===== config.mk =====
export PLATFORM = sky130hd
export DESIGN_NAME = apb_cmd_master
export DESIGN_NICKNAME = d
export VERILOG_FILES = /design/src/rtl/apb_cmd_master_pkg.sv /design/src/rtl/apb_cmd_timeout.sv /design/src/rtl/apb_cmd_master.sv
export SDC_FILE = /design/constraint.sdc
export NUM_CORES = 1
export LEC_CHECK = 0
export ABC_AREA = 1
export BUFFER_PORTS_ARGS = -buffer_cell sky130_fd_sc_hd__buf_2
export CORE_ASPECT_RATIO = 1.1
export CORE_MARGIN = 4
export CORE_UTILIZATION = 49
export CTS_CLUSTER_SIZE = 40
export DETAILED_ROUTE_END_ITERATION = 8
export GPL_TIMING_DRIVEN = 0
export PLACE_DENSITY = 0.85
export SETUP_SLACK_MARGIN = 0.02
export SLEW_MARGIN = 40
export SYNTH_ARGS = -nofsm -noshare
export SYNTH_HDL_FRONTEND = slang
export SYNTH_HIERARCHICAL = 1
export SYNTH_SLANG_ARGS = --single-unit
export TNS_END_PERCENT = 100

===== constraint.sdc =====
create_clock -name PCLK -period 2.2 [get_ports PCLK]
set_input_delay 0.33 -clock PCLK [delete_from_list [all_inputs] [get_ports PCLK]]
set_output_delay 0.33 -clock PCLK [all_outputs]
set_load 0.05 [all_outputs]

===== src/rtl/apb_cmd_master_pkg.sv =====
// Shared types for the APB command master: FSM states, APB address width, latched command.
// Pure declarations; no timing or flow-control behaviour of its own.
package apb_cmd_master_pkg;

  localparam int PADDR_W = 8;

  typedef enum logic [1:0] {
    IDLE   = 2'd0,
    SETUP  = 2'd1,
    ACCESS = 2'd2,
    RESP   = 2'd3
  } state_t;

  typedef struct packed {
    logic               write;
    logic [PADDR_W-1:0] addr;
  } cmd_t;

endpackage


===== src/rtl/apb_cmd_timeout.sv =====
// ACCESS-phase watchdog: counts enabled cycles, flags the LIMIT-th one; built only with APB_CMD_MASTER_TIMEOUT_EN.
// Latency: expired is combinational from the count; clear has priority; no backpressure.
module apb_cmd_timeout #(
  parameter int unsigned LIMIT = 255
) (
  input  logic clk,
  input  logic rst_n,
  input  logic clear,
  input  logic enable,
  output logic expired
);

  localparam logic [15:0] LAST = 16'(LIMIT - 1);

  logic [15:0] cnt_q;
  logic [15:0] cnt_d;

  always_comb begin
    cnt_d = cnt_q;
    if (clear) begin
      cnt_d = '0;
    end else if (enable && (cnt_q != 16'hFFFF)) begin
      cnt_d = cnt_q + 16'd1;
    end
  end

  always_ff @(posedge clk or negedge rst_n) begin
    if (!rst_n) begin
      cnt_q <= '0;
    end else begin
      cnt_q <= cnt_d;
    end
  end

  // cnt_q holds the number of ACCESS cycles already completed.
  assign expired = enable && (cnt_q == LAST);

endmodule


===== src/rtl/apb_cmd_master.sv =====
// Command/response to APB bridge; optional ACCESS timeout under APB_CMD_MASTER_TIMEOUT_EN.
// Latency: accept N, PSEL N+1, PENABLE N+2, RSP_VALID N+3 (zero-wait slave); one command in flight, CMD_READY only in IDLE.
module apb_cmd_master
  import apb_cmd_master_pkg::*;
#(
  parameter int APB_WIDTH      = 32,
  parameter int TIMEOUT_CYCLES = 255
) (
  input  logic                 PCLK,
  input  logic                 PRESETN,
  input  logic                 CMD_VALID,
  output logic                 CMD_READY,
  input  logic                 CMD_WRITE,
  input  logic [PADDR_W-1:0]   CMD_ADDR,
  input  logic [APB_WIDTH-1:0] CMD_WDATA,
  output logic                 RSP_VALID,
  input  logic                 RSP_READY,
  output logic [APB_WIDTH-1:0] RSP_RDATA,
  output logic                 RSP_ERR,
  output logic                 PSEL,
  output logic                 PENABLE,
  output logic                 PWRITE,
  output logic [PADDR_W-1:0]   PADDR,
  output logic [APB_WIDTH-1:0] PWDATA,
  input  logic [APB_WIDTH-1:0] PRDATA,
  input  logic                 PREADY,
  input  logic                 PSLVERR
);

  if (!(APB_WIDTH == 8 || APB_WIDTH == 16 || APB_WIDTH == 32)) begin : g_bad_width
    $error("apb_cmd_master: APB_WIDTH must be 8, 16 or 32");
  end
  if (TIMEOUT_CYCLES < 1 || TIMEOUT_CYCLES > 65535) begin : g_bad_timeout
    $error("apb_cmd_master: TIMEOUT_CYCLES must be 1..65535");
  end

  state_t               state_q, state_d;
  cmd_t                 cmd_q, cmd_d;
  logic [APB_WIDTH-1:0] pwdata_q, pwdata_d;
  logic [APB_WIDTH-1:0] rsp_rdata_q, rsp_rdata_d;
  logic                 rsp_err_q, rsp_err_d;
  logic                 timeout_hit;

`ifdef APB_CMD_MASTER_TIMEOUT_EN
  apb_cmd_timeout #(
    .LIMIT (TIMEOUT_CYCLES)
  ) u_timeout (
    .clk     (PCLK),
    .rst_n   (PRESETN),
    .clear   (state_q != ACCESS),
    .enable  (state_q == ACCESS),
    .expired (timeout_hit)
  );
`else
  assign timeout_hit = 1'b0;
`endif

  always_ff @(posedge PCLK or negedge PRESETN) begin
    if (!PRESETN) begin
      state_q <= IDLE;
    end else begin
      state_q <= state_d;
    end
  end

  always_comb begin
    state_d = state_q;
    unique case (state_q)
      IDLE:    if (CMD_VALID) state_d = SETUP;
      SETUP:   state_d = ACCESS;
      ACCESS:  if (PREADY || timeout_hit) state_d = RESP;
      RESP:    if (RSP_READY) state_d = IDLE;
      default: state_d = IDLE;
    endcase
  end

  always_comb begin
    CMD_READY = (state_q == IDLE);
    PSEL      = (state_q == SETUP) || (state_q == ACCESS);
    PENABLE   = (state_q == ACCESS);
    RSP_VALID = (state_q == RESP);
  end

  // A real PREADY wins over a timeout landing on the same edge.
  always_comb begin
    cmd_d       = cmd_q;
    pwdata_d    = pwdata_q;
    rsp_rdata_d = rsp_rdata_q;
    rsp_err_d   = rsp_err_q;
    if (state_q == IDLE && CMD_VALID) begin
      cmd_d.write = CMD_WRITE;
      cmd_d.addr  = CMD_ADDR;
      pwdata_d    = CMD_WDATA;
    end
    if (state_q == ACCESS) begin
      if (PREADY) begin
        rsp_err_d   = PSLVERR;
        rsp_rdata_d = (!cmd_q.write && !PSLVERR) ? PRDATA : '0;
      end else if (timeout_hit) begin
        rsp_err_d   = 1'b1;
        rsp_rdata_d = '0;
      end
    end
  end

  always_ff @(posedge PCLK or negedge PRESETN) begin
    if (!PRESETN) begin
      cmd_q       <= '0;
      pwdata_q    <= '0;
      rsp_rdata_q <= '0;
      rsp_err_q   <= 1'b0;
    end else begin
      cmd_q       <= cmd_d;
      pwdata_q    <= pwdata_d;
      rsp_rdata_q <= rsp_rdata_d;
      rsp_err_q   <= rsp_err_d;
    end
  end

  assign PWRITE    = cmd_q.write;
  assign PADDR     = cmd_q.addr;
  assign PWDATA    = pwdata_q;
  assign RSP_RDATA = rsp_rdata_q;
  assign RSP_ERR   = rsp_err_q;

endmodule


==> flow_summary.yaml <==
status:
  status: "complete, no violations"
placed_design:
  placed_cells: 582
  portBuffers: 155
  dp_hpwl_mm: 6.12
  place_congestion: 0.831
  place_area_um2: 4070
logic_synthesis:
  async_reset_ff_share_pct: 100
  synth_top_area_cell: "dfrtp_1"
  ys.flop_type: "dfrtp_1"
  seq_area_frac_synth_pct: 60.2
  synth.avg_cell_area_um2: 9.14
  synth.distinct_cells: 13
  synth_commonest_cells: "nand2_1 (157), dfrtp_1 (76), nand3_1 (65), buf_2 (15), nand3_2 (9)"
  synth_most_common_cell: "nand2_1"
  synth_edf_count: 0
  synthesis.area_um2: 3160
  syn_nets: 428
  yosysWarnings: 6
  ys_ff_latch: 76
  synth_top_area_share_pct: 60.2
  yosys-top-cells-area: "dfrtp_1 (60%), nand2_1 (19%), nand3_1 (10%)"
  syn_inst: 346
critical_path:
  critical_path_arrival_ns: 1.35
  crit_type: "reg2out"
  critPathLaunch: "state_q[1]$_DFFE_PN0P_"
  endpoint: "PSEL"
  ff2ff_path_depth: 7
  reg2reg_to: "PWDATA[17]$_DFFE_PN0P_"
  r2r_start: "state_q[0]$_DFFE_PN0P_"
  cp.required_ns: 1.87
  r2r_setup_slack_ns: 0.83
  worst-path-max-fanout: 4
  crit_path_end_kind: "output pin"
  crit_path_start_kind: "flip-flop"
timing:
  fin_skew_ns: 0.00746
  period_needed_ns: 1.68
  worst_slew_pin_slew_ns: 0.278
  finalMaxSlewViolations: 0
  period_share_pct: 76.3
  setup_viol: 0
  rsz0062_at_grt: "no"
  final.setup.tns_ns: 0
  slew_headroom_pct: 81.4
  hold_viol: 0
  clock.fmax_mhz: 596
floorplanning:
  coreArea_um2: 6230
  rows: 30
  start_util_pct: 50.7
  die_w_um: 84.6
  io_pins: 157
  die_y_um: 92.3
  die-area_um2: 7800
min_path:
  min-delay-path-class: "in2reg"
  min_from: "PRDATA[28]"
layout:
  drive_gt1_share_pct: 39.9
  layoutNonFillerInstCount: 599
  final_core_util_pct: 69.5
  final_area_um2: 4330
  register_area_um2: 1900
  antenna_cells: 0
  multi_input_area_um2: 1080
  nFillCells: 523
  area_delta_synth_final_pct: 37.0
  nNetsFinal: 596
routing:
  drt_pass1_iterations: 6
  viasPerCell: 4.87
  vias: 2917
  route.detailed.drc: 0
  ant_nets: 0
  wl_per_cell_um: 13.3
  finalWirelength_mm: 7.98
  drtIter0Drc: 117
grt:
  antenna_found_initial: 0
  grt_pass1_wl_mm: 13.2
  grt_max_degree: 50
  grt_pass1_vias: 2859
  grt_usage_pct: 20.7
  gr-total-overflow: 0
job:
  maxCapViolCount: 0
clock_tree:
  clock_path_buffers: 2
  clkTransAtPathRegs_ns: 0.08
  numCtsBuffers: 9
  clock_latency_ns: 0.33
  cts_num_sinks: 76
  htree_levels: 3
  cts_tree: "yes"
  root_buffer: "clkbuf_8"
pwr:
  max-vdd-ir-drop_mv: 1.06
  power_density_nw_per_um2: 1720
  p_leak_nw: 2.61
## what timing repair did
action,in CTS,in global routing
hold buffers,1,0
resized for setup,0,0
buffers inserted,0,0
hold endpoints to repair,27,0
## through the flow
| step | hold WS (ns) | worst slack (ns) | power, mW |
|---|---|---|---|
| floorplan | 0.0344 | 0.573 | 5.22 |
| global placement | 0.450 | 0.344 | 6.12 |
| detailed placement | 0.216 | 0.811 | 6.21 |
| CTS | 0.211 | 0.499 | 7.53 |
| global route | 0.215 | 0.453 | 7.88 |
| finish | 0.226 | 0.522 | 7.46 |
## cell type report
type | count | share of cell area [%]
Clock inverter | 4 | 2.20
Timing Repair Buffer | 157 | 18.9
Inverter | 8 | 0.809
Sequential cell | 76 | 43.9
Buffer | 23 | 3.38
Multi-Input combinational cell | 239 | 24.9
Tap cell | 80 | 2.31
Clock buffer | 12 | 3.58
## layer usage
metal  up-vias  part of all wire (%)  track usage, %
met5         -                     0               0
met4         0                   1.6            7.39
met1      1328                    41            26.4
li1       1438                     -               -
met2       136                    49            34.7
met3        15                   8.9            4.67
## how the worst min path moves through the flow
stage,endpoint,slack [ns],cells after the start
after floorplan,PADDR[0]$_DFFE_PN0P_,0.03,0
after global placement,PWDATA[22]$_DFFE_PN0P_,0.45,2
after detailed placement,RSP_RDATA[28]$_DFFE_PN0P_,0.22,1
after CTS,RSP_RDATA[28]$_DFFE_PN0P_,0.21,3
after global routing,RSP_RDATA[28]$_DFFE_PN0P_,0.22,3
final,RSP_RDATA[28]$_DFFE_PN0P_,0.23,3
## flip-flops by register name (all words and copies together) (netlist names)
signal,count
state_q,2
PADDR,8
RSP_RDATA,32
PWDATA,32
RSP_ERR,1
PWRITE,1
## report_power, final
part | switching, mW | internal (mW) | leakage (nW) | total, mW
sequential | 0.295 | 1.93 | 0.975 | 2.23
combinational | 3.06 | 0.886 | 1.51 | 3.94
clock | 0.471 | 0.815 | 0.127 | 1.29
total | 3.82 | 3.63 | 2.61 | 7.46
## kinds of logic after synthesis
group,Yosys count,synth area share (%)
AND/OR/NAND/NOR,236,32.9
flip-flops,76,60.2
buffers and inverters,31,5.74
adder cells (fa/ha/maj),3,1.19
## cells in the final DEF (no fill, tap or decap)
cell type | synthesis | routed
buf_2 | 15 | 169
nand2_1 | 157 | 157
dfrtp_1 | 76 | 76
nand3_1 | 65 | 65
clkbuf_8 | 0 | 11
nand3_2 | 9 | 9
inv_1 | 7 | 7
buf_4 | 5 | 5
buf_6 | 3 | 4
ha_1 | 3 | 3
bufinv_16 | 0 | 3
nand2_2 | 2 | 2
nand4_1 | 2 | 2
clkinv_4 | 1 | 1
nor2_4 | 1 | 1
clkinv_2 | 0 | 1
clkbuf_1 | 0 | 1
dlygate4sd3_1 | 0 | 1
buf_16 | 0 | 1
## critical path: stages, from the launching register on
cell and delay, ns:
dfrtp_1 0.40, inv_1 0.06, ha_1 0.29, buf_2 0.27
Note: power is estimated with default switching activity, not from simulation.
